`config.mk`:
```
export PLATFORM = sky130hd
export DESIGN_NAME = muldiv_sequencer_flat
export DESIGN_NICKNAME = d
export VERILOG_FILES = /design/src/rtl/muldiv_sequencer_if.sv /design/src/rtl/muldiv_sequencer.sv /design/src/flat_wrapper.sv
export SDC_FILE = /design/constraint.sdc
export NUM_CORES = 1
export LEC_CHECK = 0
export CORE_ASPECT_RATIO = 0.8
export CORE_UTILIZATION = 30
export CTS_CLUSTER_SIZE = 14
export DETAILED_ROUTE_END_ITERATION = 7
export PLACE_DENSITY_LB_ADDON = 0.25
export SLEW_MARGIN = 10
export SYNTH_ARGS = -nofsm -noshare
export SYNTH_HDL_FRONTEND = slang
export SYNTH_SLANG_ARGS = --single-unit
```
`constraint.sdc`:
```
create_clock -name clk -period 2.4 [get_ports clk]
set_input_delay 0.24 -clock clk [delete_from_list [all_inputs] [get_ports clk]]
set_output_delay 0.24 -clock clk [all_outputs]
set_load 0.01 [all_outputs]
```
`src/rtl/muldiv_sequencer_if.sv`:
```
// Execute-stage request/result handshake plus the borrowed 32-bit ALU port.
// The slave side is the sequencer; the master side is the execute stage and the ALU.
interface muldiv_sequencer_if;
    logic        start;
    logic [1:0]  op;
    logic [31:0] src_a;
    logic [31:0] src_b;
    logic        ready;
    logic        abort;
    logic [31:0] result;
    logic        result_valid;
    logic        result_ack;
    logic [3:0]  alu_operation;
    logic [31:0] alu_a;
    logic [31:0] alu_b;
    logic [31:0] alu_result;
    logic        alu_carry;

    modport master (
        output start, op, src_a, src_b, abort, result_ack, alu_result, alu_carry,
        input  ready, result, result_valid, alu_operation, alu_a, alu_b
    );

    modport slave (
        input  start, op, src_a, src_b, abort, result_ack, alu_result, alu_carry,
        output ready, result, result_valid, alu_operation, alu_a, alu_b
    );
endinterface

```
`src/rtl/muldiv_sequencer.sv`:
```
// Unsigned MUL/MULHU/DIVU/REMU sequencer driving one external 32-bit ALU per iteration.
// Latency: 32 CALC cycles after acceptance (1 cycle for fast divide-by-zero).
// Backpressure: ready only in IDLE; result held in DONE until result_ack.
module muldiv_sequencer #(
    parameter bit DIV0_FAST = 1'b0
) (
    input  logic               clk,
    input  logic               rst_n,
    muldiv_sequencer_if.slave  bus
);
    // Shared ALU opcode encoding used across the core.
    localparam logic [3:0] ALU_ADD = 4'h0;
    localparam logic [3:0] ALU_SUB = 4'h1;

    typedef enum logic [1:0] {IDLE, CALC, DONE} state_t;

    state_t      state, state_nx;
    logic [1:0]  op_q;
    logic [31:0] operand;
    logic [31:0] acc_hi;    // multiply high half / divide remainder
    logic [31:0] acc_lo;    // multiply low half / divide quotient
    logic [4:0]  count;
    logic [31:0] result_q;

    logic [31:0] hi_nx, lo_nx, shifted;
    logic        div0_hit;

    assign div0_hit         = DIV0_FAST && bus.op[1] && (bus.src_b == 32'd0);
    assign shifted          = {acc_hi[30:0], acc_lo[31]};
    assign bus.ready        = (state == IDLE);
    assign bus.result_valid = (state == DONE);
    assign bus.result       = result_q;

    always_comb begin
        state_nx          = state;
        bus.alu_operation = ALU_ADD;
        bus.alu_a         = 32'd0;
        bus.alu_b         = 32'd0;
        hi_nx             = acc_hi;
        lo_nx             = acc_lo;
        case (state)
            IDLE: begin
                if (bus.start)
                    state_nx = div0_hit ? DONE : CALC;
            end
            CALC: begin
                if (op_q[1]) begin
                    bus.alu_operation = ALU_SUB;
                    bus.alu_a         = shifted;
                    bus.alu_b         = operand;
                    // A set bit_out means the 33-bit partial remainder exceeds any divisor.
                    if (acc_hi[31] || !bus.alu_carry) begin
                        hi_nx = bus.alu_result;
                        lo_nx = {acc_lo[30:0], 1'b1};
                    end else begin
                        hi_nx = shifted;
                        lo_nx = {acc_lo[30:0], 1'b0};
                    end
                end else begin
                    bus.alu_operation = ALU_ADD;
                    bus.alu_a         = acc_hi;
                    bus.alu_b         = acc_lo[0] ? operand : 32'd0;
                    {hi_nx, lo_nx}    = {bus.alu_carry, bus.alu_result, acc_lo[31:1]};
                end
                if (count == 5'd31)
                    state_nx = DONE;
            end
            DONE: begin
                if (bus.result_ack)
                    state_nx = IDLE;
            end
            default: state_nx = IDLE;
        endcase
        if (bus.abort)
            state_nx = IDLE;
    end

    always_ff @(posedge clk or negedge rst_n) begin
        if (!rst_n) begin
            state    <= IDLE;
            op_q     <= 2'd0;
            operand  <= 32'd0;
            acc_hi   <= 32'd0;
            acc_lo   <= 32'd0;
            count    <= 5'd0;
            result_q <= 32'd0;
        end else begin
            state <= state_nx;
            if (bus.abort) begin
                count    <= 5'd0;
                result_q <= 32'd0;
            end else begin
                case (state)
                    IDLE: begin
                        if (bus.start) begin
                            // operand is the multiplicand for multiply, the divisor for divide.
                            op_q    <= bus.op;
                            operand <= bus.op[1] ? bus.src_b : bus.src_a;
                            acc_hi  <= 32'd0;
                            acc_lo  <= bus.op[1] ? bus.src_a : bus.src_b;
                            count   <= 5'd0;
                            if (div0_hit)
                                result_q <= bus.op[0] ? bus.src_a : 32'hFFFF_FFFF;
                        end
                    end
                    CALC: begin
                        acc_hi <= hi_nx;
                        acc_lo <= lo_nx;
                        count  <= count + 5'd1;
                        if (count == 5'd31)
                            result_q <= op_q[0] ? hi_nx : lo_nx;
                    end
                    default: ;
                endcase
            end
        end
    end
endmodule
```
`src/flat_wrapper.sv`:
```
// flat-port wrapper written by rule: the top's interface ports become plain ports
module muldiv_sequencer_flat 
#(
    parameter bit DIV0_FAST = 1'b0
)
  (clk, rst_n, bus_start, bus_op, bus_src_a, bus_src_b, bus_abort, bus_result_ack, bus_alu_result, bus_alu_carry, bus_ready, bus_result, bus_result_valid, bus_alu_operation, bus_alu_a, bus_alu_b);
  muldiv_sequencer_if bus_i ();
  input  logic clk;
  input  logic rst_n;
  input wire logic [$bits(bus_i.start)-1:0] bus_start;
  input wire logic [$bits(bus_i.op)-1:0] bus_op;
  input wire logic [$bits(bus_i.src_a)-1:0] bus_src_a;
  input wire logic [$bits(bus_i.src_b)-1:0] bus_src_b;
  input wire logic [$bits(bus_i.abort)-1:0] bus_abort;
  input wire logic [$bits(bus_i.result_ack)-1:0] bus_result_ack;
  input wire logic [$bits(bus_i.alu_result)-1:0] bus_alu_result;
  input wire logic [$bits(bus_i.alu_carry)-1:0] bus_alu_carry;
  output wire logic [$bits(bus_i.ready)-1:0] bus_ready;
  output wire logic [$bits(bus_i.result)-1:0] bus_result;
  output wire logic [$bits(bus_i.result_valid)-1:0] bus_result_valid;
  output wire logic [$bits(bus_i.alu_operation)-1:0] bus_alu_operation;
  output wire logic [$bits(bus_i.alu_a)-1:0] bus_alu_a;
  output wire logic [$bits(bus_i.alu_b)-1:0] bus_alu_b;
  assign bus_i.start = bus_start;
  assign bus_i.op = bus_op;
  assign bus_i.src_a = bus_src_a;
  assign bus_i.src_b = bus_src_b;
  assign bus_i.abort = bus_abort;
  assign bus_i.result_ack = bus_result_ack;
  assign bus_i.alu_result = bus_alu_result;
  assign bus_i.alu_carry = bus_alu_carry;
  assign bus_ready = bus_i.ready;
  assign bus_result = bus_i.result;
  assign bus_result_valid = bus_i.result_valid;
  assign bus_alu_operation = bus_i.alu_operation;
  assign bus_alu_a = bus_i.alu_a;
  assign bus_alu_b = bus_i.alu_b;
  muldiv_sequencer #(.DIV0_FAST(DIV0_FAST)) u_core (.clk(clk), .rst_n(rst_n), .bus(bus_i));
endmodule
```
==> summary.txt, run 1 <==
Result of the run: completed
Initial antenna violation count: 0
TritonCTS clock tree: built
Synth top cells by count: mux2i_1, dfrtp_1, nor2_1, buf_2, a21oi_1
CTS clk-pin slew, worst paths: 60 ps
Synth unique cells: 39
Met3 global-route usage: 0.0406
Synth area leader: dfrtp_1
CP startpoint kind: register
Syn_area_per_cell: 10.7 um2
Die width: 188 um
Overall Global Routing Usage: 0.182
Post-Syn Area: 8300 um2
Final worst-path cycle share: 0.970
Largest net degree at the start of global routing: 66
Final-layout fill cell count: 2631
# H-tree levels: 4
Multi-input gate area: 4500 um2
Pre-CTS WS: 357 ps
Synth top area share: 0.413
GRT busiest layer: met2
Worst-path fanout max: 6
Via Count: 6843
Setup_tns: 0 ps
Delay of the slowest critical-path stage: 530 ps
Register bit count reported by yosys: 137
Setup Skew: 13.4 ps
Final WS setup: 72.2 ps
Post-DP HPWL: 18100 um
Main synth FF type: dfrtp_1
Number of global-route vias before repair: 6935
RSZ-0062 raised after global routing: false
Post-synthesis instance total: 775
Worst-margin pin slew: 668 ps
Initial detailed-routing violation count: 316
Routed length per instance: 19.3 um
Required time of the critical path: 2160 ps
Layout area overhead: 38.6%
Worst-Skew Late Latency: 430 ps
Routed WL: 25600 um
Gr ovfl total: 0
Register Area: 3430 um2
Worst Path Arrival: 2090 ps
Via density: 5.15
Initial Util: 0.305
Core area: 27200 um2
Max-Cap Viols: 0
Maximum buffer depth of the clock tree: 2
PwrDens: 702 nW/um2
Rel. slew slack: 0.555
Hold Vio Cnt, Final: 0
DRT Pass-1 Iters: 6
RD Place Congestion: 0.817
Fin crit period: 2330 ps
Seq/Total Area, Yosys: 0.413
Met2 global-route usage: 0.287
Count leader, synth: mux2i_1
Critical Path End Type: primary output
ANT cells: 0
Worst R2R Setup Slack: 540 ps
Post-route ant nets: 0
Number of synthesized flops with an enable pin: 0
First-pass GRT wire length: 39400 um
DRC: 0
Setup CP Type: reg2out
Leak: 5.12 nW
Clock root cell: clkbuf_16
Fraction of layout cells with a size suffix above 1: 0.115
I/O pins: 206
Asr flop ratio synth: 1.00
Peak VDD IR: 0.572 mV
Worst path cell trace: buf_4 > and2b_1 > and2_1 > clkdlybuf4s50_1
Row Count: 54
Final Max Slew Viols: 0
Die span in y: 151 um
Slowest cell on the critical path: clkdlybuf4s50_1
Sink Count: 137
Die area: 28300 um2
# port buffers: 202
Met1 Use GR: 0.250
Yosys Warn Count: 0
Top cells by area, synth: dfrtp_1, mux2i_1, mux2_2, and4b_1, o221ai_1
Achievable Freq: 430 MHz
Number of buffers created by CTS: 17
Setup violators final: 0
Min-delay worst type: in2reg
Final nets: 1059
-- report_power, final --
part	total, mW	switching, mW	internal (mW)	leakage [nW]
clock network	2.86	1.06	1.79	0.299
registers	3.00	0.323	2.67	1.71
logic	2.22	1.09	1.13	3.11
-- logic make-up after synthesis --
| logic type | count (synthesis) | share of synthesized area |
|---|---|---|
| AO/OA/AOI/OAI | 142 | 0.132 |
| adder cells (fa/ha/maj) | 2 | 0.00302 |
| flip-flops | 137 | 0.413 |
| multiplexers | 192 | 0.237 |
| AND/OR/NAND/NOR | 219 | 0.165 |
| buffers and inverters | 82 | 0.0504 |
| other | 1 | 0.000452 |
-- path summary, 6_finish.rpt --
kind	start	endpoint	cells after the start
worst max-delay path	u_core.state[1]	bus_alu_operation[0]	4
worst min-delay path	bus_op[1]	u_core.op_q[1]	3
worst max register to register	u_core.state[1]	u_core.acc_lo[22]	7
worst min register to register	u_core.operand[17]	u_core.operand[17]	2
max in group asynchronous	rst_n	u_core.acc_hi[5]	3
min in group asynchronous	rst_n	u_core.acc_hi[19]	2
-- metal layers --
metal  part of all wire  vias up  routed length (um)
met2               0.47      201               11900
met5                  0        -                   0
li1                   -     3272                   -
met3              0.054       28                1380
met1               0.47     3342               11900
met4              0.015        0                 385
-- cell type report --
cell class | instances | share of cell area
clock inverter | 11 | 0.0148
clock buffer | 21 | 0.0400
timing repair buffer | 238 | 0.215
multi-input combinational | 558 | 0.391
inverter | 1 | 0.000326
sequential | 137 | 0.299
tap | 364 | 0.0396
-- layout by cell type (no fill, tap or decap), types with 2 or more instances in the layout --
cell,count
clkinv_2,2
nor2_4,2
dfrtp_2,2
clkinv_4,2
nand3_1,3
clkbuf_16,17
nand3b_1,34
conb_1,3
and2_1,33
clkbuf_1,2
dfrtp_1,134
buf_6,2
clkbuf_8,2
buf_4,23
o221ai_1,33
ha_1,2
and4b_1,31
buf_12,10
clkinvlp_4,3
a22oi_1,2
nand2_1,2
nor2_1,68
o2bb2ai_1,33
a21oi_1,37
nand2b_1,3
bufinv_16,4
a311oi_1,31
dlymetal6s2s_1,13
clkdlybuf4s50_1,187
mux2i_1,158
nor2b_1,34
mux2_2,34
-- worst max-delay path: cells and delay by family, from the launching register on --
kind	cells	cell delay [ps]
simple gates	2	580
flops	1	400
buf+inv	2	670
-- metrics by stage --
step | util | hold WS, ps | total power, mW | instances | cell area [um2]
CTS | 0.421 | 353 | 8.18 | 1329 | 11500
finish | 0.422 | 377 | 8.07 | 1330 | 11500
global route | 0.422 | 373 | 8.50 | 1330 | 11500
global placement | 0.395 | 286 | 5.22 | 1293 | 10700
floorplan | - | -55.6 | 4.31 | 777 | 8300
detailed placement | 0.395 | 281 | 5.24 | 1293 | 10700
-- timing repair --
item | CTS | global route
gates resized for setup | 8 | 15
cloned | 1 | 0
setup endpoints to repair | 32 | 20
buffers inserted | 2 | 1
hold buffers | 1 | 0
endpoints found under the hold margin | 62 | 0
-- flip-flops by register name (all words and copies together) (netlist names) --
signal,count
u_core.bus.result,32
u_core.state,2
u_core.acc_hi,32
u_core.operand,32
u_core.acc_lo,32
u_core.count,5
u_core.op_q,2
Power figures use the tool's default switching activity.
==> inputs of run 2 (changes only) <==
==> constraint.sdc (replaced) <==
create_clock -name clk -period 2.4 [get_ports clk]
set_input_delay 0.48 -clock clk [delete_from_list [all_inputs] [get_ports clk]]
set_output_delay 0.48 -clock clk [all_outputs]
set_load 0.01 [all_outputs]
==> summary.txt, run 2 (same netlist as run 1, synthesis figures left out) <==
CP startpoint kind: register (unchanged)
Routed length per instance: 19.9 um (was 19.3 um)
Sink Count: 137 (unchanged)
Critical Path End Type: primary output (unchanged)
Commonest non-fill, non-tap cell in the layout: mux2i_1 (was clkdlybuf4s50_1)
Final worst-path cycle share: 0.982 (was 0.970)
Required time of the critical path: 1920 ps (was 2160 ps)
I/O pins: 206 (unchanged)
Min-delay worst type: in2async (was in2reg)
PwrDens: 680 nW/um2 (was 702 nW/um2)
TritonCTS clock tree: built (unchanged)
Worst-Skew Late Latency: 420 ps (was 430 ps)
# H-tree levels: 4 (unchanged)
Worst-path fanout max: 16 (was 6)
Largest net degree at the start of global routing: 49 (was 66)
Worst Path Arrival: 1880 ps (was 2090 ps)
CTS clk-pin slew, worst paths: 60 ps (about the same)
Leak: 5.23 nW (was 5.12 nW)
Fraction of layout cells with a size suffix above 1: 0.118 (was 0.115)
Peak VDD IR: 0.537 mV (was 0.572 mV)
Die area: 28300 um2 (unchanged)
Number of buffers created by CTS: 17 (unchanged)
Via Count: 6934 (was 6843)
Hold Vio Cnt, Final: 0 (unchanged)
Utilization after layout: 0.421 (was 0.422)
Final Max Slew Viols: 0 (unchanged)
Layout area overhead: 38.1% (was 38.6%)
Result of the run: completed (unchanged)
Setup violators final: 0 (unchanged)
Number of global-route vias before repair: 6949 (was 6935)
Gr ovfl total: 0 (unchanged)
Max-Cap Viols: 0 (unchanged)
Die span in y: 151 um (unchanged)
Post-DP HPWL: 18600 um (was 18100 um)
Fin crit period: 2360 ps (was 2330 ps)
Core area: 27200 um2 (unchanged)
Met2 global-route usage: 0.301 (was 0.287)
GRT busiest layer: met2 (unchanged)
DRC: 0 (unchanged)
Achievable Freq: 424 MHz (was 430 MHz)
First-pass GRT wire length: 41000 um (was 39400 um)
# port buffers: 202 (unchanged)
Initial Util: 0.305 (unchanged)
Initial antenna violation count: 0 (unchanged)
Die width: 188 um (unchanged)
Most frequent cells in the layout: mux2i_1, dfrtp_1, clkdlybuf4s50_1 (was clkdlybuf4s50_1, mux2i_1, dfrtp_1)
Final nets: 1069 (was 1059)
Setup Skew: 6.63 ps (was 13.4 ps)
Post-route ant nets: 0 (unchanged)
DRT Pass-1 Iters: 4 (was 6)
ANT cells: 0 (unchanged)
Met3 global-route usage: 0.0452 (was 0.0406)
Initial detailed-routing violation count: 374 (was 316)
RD Place Congestion: 0.794 (was 0.817)
Met1 Use GR: 0.261 (was 0.250)
RSZ-0062 raised after global routing: true (was false)
Maximum buffer depth of the clock tree: 2 (unchanged)
Row Count: 54 (unchanged)
Routed WL: 26600 um (was 25600 um)
Total power: 7.79 mW (was 8.07 mW)
Clock root cell: clkbuf_16 (unchanged)
Rel. slew slack: 0.612 (was 0.555)
Setup CP Type: reg2out (unchanged)
Overall Global Routing Usage: 0.189 (was 0.182)
Via density: 5.19 (was 5.15)
Worst-margin pin slew: 582 ps (was 668 ps)
## run 2: cell types whose count changed in the layout (fill, tap and decap cells not counted), moves of 4 or more
cell	delta
dlymetal6s2s_1	-10
clkdlybuf4s50_1	-52
dlygate4sd2_1	+47
clkbuf_8	+4
clkdlybuf4s15_1	+15
buf_4	+10
## run 2: critical path, stage by stage (launching register included)
cell	delay, ps
dfrtp_4	540
nor2_4	120
nor2_4	60
buf_4	140
clkbuf_16	170
and2_1	160
dlygate4sd2_1	270
## run 2: power by group
part / switching [mW] / internal, mW
clock network: 0.973 / 1.58
logic: 1.12 / 1.12
registers: 0.327 / 2.67
total: 2.42 / 5.37
## run 2: path summary, 6_finish.rpt
| check | startpoint | end | slack [ps] | cells after the start |
|---|---|---|---|---|
| setup / recovery | u_core.op_q[1] | bus_alu_b[29] | 40 | 6 |
| hold / removal | rst_n | u_core.acc_hi[18] | 30 | 1 |
| setup reg to reg | u_core.op_q[1] | u_core.acc_lo[28] | 430 | 4 |
| hold reg to reg | u_core.operand[24] | u_core.operand[24] | 520 | 2 |
| max in group asynchronous | rst_n | u_core.operand[8] | 1750 | 2 |
| min in group clk | u_core.operand[24] | u_core.operand[24] | 520 | 2 |
## run 2: layout make-up
| cell class | count | area, um2 |
|---|---|---|
| repair buffers | 248 | 2510 |
| fillers | 2654 | 15800 |
| clock buffers | 27 | 523 |
| flip-flops and latches | 137 | 3430 |
| multi-input cells | 558 | 4500 |
| clock inverters | 2 | 35.0 |
| well taps | 364 | 455 |
| inverters | 1 | 3.75 |
## run 2: through the flow
stage	hold slack, ps	cells	TNS (ps)	setup WS, ps	area, um2
final	29.9	1337	0	43.8	11500
after global routing	43.4	1337	-39.3	-39.3	11500
after CTS	29.3	1335	-218	-92.5	11400
after detailed placement	474	1304	0	257	10900
after global placement	479	1304	0	273	10900
after floorplan	184	777	0	557	8300
## run 2: timing repair
item | CTS | global route
endpoints found under the hold margin | 0 | 0
endpoints found under the setup margin | 65 | 4
cloned | 1 | 1
resized for setup | 65 | 21
setup buffers | 1 | 1
hold buffers | 0 | 0
pin swaps | 0 | 1
## run 2: metal layers
layer	wire length, um	share of wire
met5	0	0
met1	12400	0.47
met2	12400	0.47
met3	1540	0.058
met4	269	0.010
==> inputs of run 3 (changes only) <==
SKIP_LAST_GASP = 1   (was not set)
SLEW_MARGIN = 25   (was 10)
==> summary.txt, run 3 (same netlist as run 1, synthesis figures left out) <==
Leak: 4.99 nW (was 5.23 nW)
First-pass GRT wire length: 40800 um (was 41000 um)
Achievable Freq: 398 MHz (was 424 MHz)
Via Count: 6909 (was 6934)
Required time of the critical path: 1920 ps (about the same)
RD Place Congestion: 0.794 (unchanged)
Layout area overhead: 37.9% (was 38.1%)
Worst-Skew Late Latency: 420 ps (about the same)
Slowest cell on the critical path: clkdlybuf4s50_1 (was dfrtp_4)
Number of buffers created by CTS: 17 (unchanged)
Worst path cell trace: nand2b_4 > nor2_2 > buf_12 > and2_1 > clkdlybuf4s50_1 (was nor2_4 > nor2_4 > buf_4 > clkbuf_16 > and2_1 > dlygate4sd2_1)
Met3 Wirelength: 1460 um (was 1540 um)
Die width: 188 um (unchanged)
Fraction of layout cells with a size suffix above 1: 0.115 (was 0.118)
Violated checks: setup timing
Setup violators final: 54 (was 0)
Top layer in use: met4 (unchanged)
Maximum buffer depth of the clock tree: 2 (unchanged)
Worst-margin pin slew: 578 ps (was 582 ps)
Worst Path Arrival: 2030 ps (was 1880 ps)
Rel. slew slack: 0.615 (was 0.612)
Final WS setup: -113 ps (was 43.8 ps)
Routed length per instance: 19.7 um (was 19.9 um)
Max-Cap Viols: 0 (unchanged)
Sink Count: 137 (unchanged)
Gr ovfl total: 0 (unchanged)
DRC: 0 (unchanged)
PwrDens: 683 nW/um2 (was 680 nW/um2)
# port buffers: 202 (unchanged)
TritonCTS clock tree: built (unchanged)
Setup CP Type: reg2out (unchanged)
Most frequent cells in the layout: clkdlybuf4s50_1, mux2i_1, dfrtp_1 (was mux2i_1, dfrtp_1, clkdlybuf4s50_1)
Final worst-path cycle share: 1.05 (was 0.982)
Post-route ant nets: 0 (unchanged)
Setup Skew: 4.78 ps (was 6.63 ps)
Metal1 wirelength: 12300 um (was 12400 um)
Number of global-route vias before repair: 6876 (was 6949)
DRT Pass-1 Iters: 5 (was 4)
Clock root cell: clkbuf_16 (unchanged)
Initial antenna violation count: 0 (unchanged)
I/O pins: 206 (unchanged)
Core area: 27200 um2 (unchanged)
Final nets: 1067 (was 1069)
Hold buffers post-CTS: 0 (unchanged)
Post-DP HPWL: 18600 um (unchanged)
Die span in y: 151 um (unchanged)
Fin crit period: 2510 ps (was 2360 ps)
ANT cells: 0 (unchanged)
Delay of the slowest critical-path stage: 540 ps (about the same)
Row Count: 54 (unchanged)
CTS clk-pin slew, worst paths: 60 ps (about the same)
# H-tree levels: 4 (unchanged)
Overall Global Routing Usage: 0.188 (was 0.189)
Largest net degree at the start of global routing: 49 (unchanged)
Min-delay worst type: in2async (unchanged)
Critical Path End Type: primary output (unchanged)
Worst-path fanout max: 32 (was 16)
CP top delay family: buffers and inverters (unchanged)
Via density: 5.18 (was 5.19)
Hold Vio Cnt, Final: 0 (unchanged)
CP startpoint kind: register (unchanged)
Non-Filler Instances: 1335 (was 1337)
Placed insts: 1304 (unchanged)
Commonest non-fill, non-tap cell in the layout: clkdlybuf4s50_1 (was mux2i_1)
Initial Util: 0.305 (unchanged)
Die area: 28300 um2 (unchanged)
Initial detailed-routing violation count: 354 (was 374)
Result of the run: finished with violations (was completed)
Final Max Slew Viols: 0 (unchanged)
Routed WL: 26400 um (was 26600 um)
Met2 WL: 12300 um (was 12400 um)
Peak VDD IR: 0.538 mV (was 0.537 mV)
Total power: 7.81 mW (was 7.79 mW)
Bufs and invs on worst path: 2 (was 3)
RSZ-0062 raised after global routing: true (unchanged)
==> run 3: cell types whose count changed in the layout (fill, tap and decap cells not counted), sizes merged <==
cell / change
dlymetal6s2s: -3
clkbuf: -1
buf: -1
clkdlybuf4s50: +54
clkdlybuf4s15: -15
dlygate4sd2: -36
==> run 3: layout make-up <==
class	count	area, um2
Fill cell	2636	15800
Multi-Input combinational cell	558	4490
Sequential cell	137	3430
Timing Repair Buffer	246	2510
Clock buffer	27	523
Tap cell	364	455
Clock inverter	2	35.0
Inverter	1	3.75
==> run 3: power breakdown <==
| part | switching (mW) | total, mW | internal [mW] |
|---|---|---|---|
| clock | 0.971 | 2.55 | 1.58 |
| sequential | 0.320 | 2.99 | 2.67 |
| combinational | 1.11 | 2.27 | 1.16 |
==> run 3: layer usage <==
metal	track usage	up-vias
met5	0	-
met4	0.0398	0
met3	0.0452	15
met2	0.299	196
met1	0.260	3413
li1	-	3285
==> run 3: path summary, 6_finish.rpt <==
check                                         from                     to  slack [ps]  depth (start not counted)
worst min-delay path                         rst_n      u_core.acc_hi[18]          30                          1
worst min register to register  u_core.operand[24]     u_core.operand[24]         520                          2
worst max-delay path               u_core.state[1]           bus_alu_b[9]        -110                          5
min in group clk                u_core.operand[24]     u_core.operand[24]         520                          2
max in group asynchronous                    rst_n      u_core.operand[8]        1750                          2
worst max register to register     u_core.count[0]  u_core.bus.result[16]         450                          7
==> run 3: repair_timing <==
item / in CTS / in global routing
gates resized for setup: 12 / 1
endpoints found under the setup margin: 65 / 55
buffers inserted: 1 / 0
cloned: 1 / 0
==> run 3: metrics by stage <==
stage / area (um2) / worst slack [ps] / utilization / hold WS (ps) / setup TNS, ps
after floorplan: 8300 / 557 / - / 184 / 0
after global placement: 10900 / 273 / 0.398 / 479 / 0
after global routing: 11400 / -238 / 0.420 / 43.4 / -10750
after CTS: 11400 / -154 / 0.420 / 29.3 / -6480
final: 11400 / -113 / 0.420 / 27.6 / -3570
after detailed placement: 10900 / 257 / 0.398 / 474 / 0
==> run 3: worst reg2reg max path, stage by stage (launching register included) <==
cell and delay (ps):
dfrtp_1 380, ha_1 190, and3_1 180, ha_1 220
nand3b_1 320, buf_12 300, nand3b_1 110, o221ai_1 110
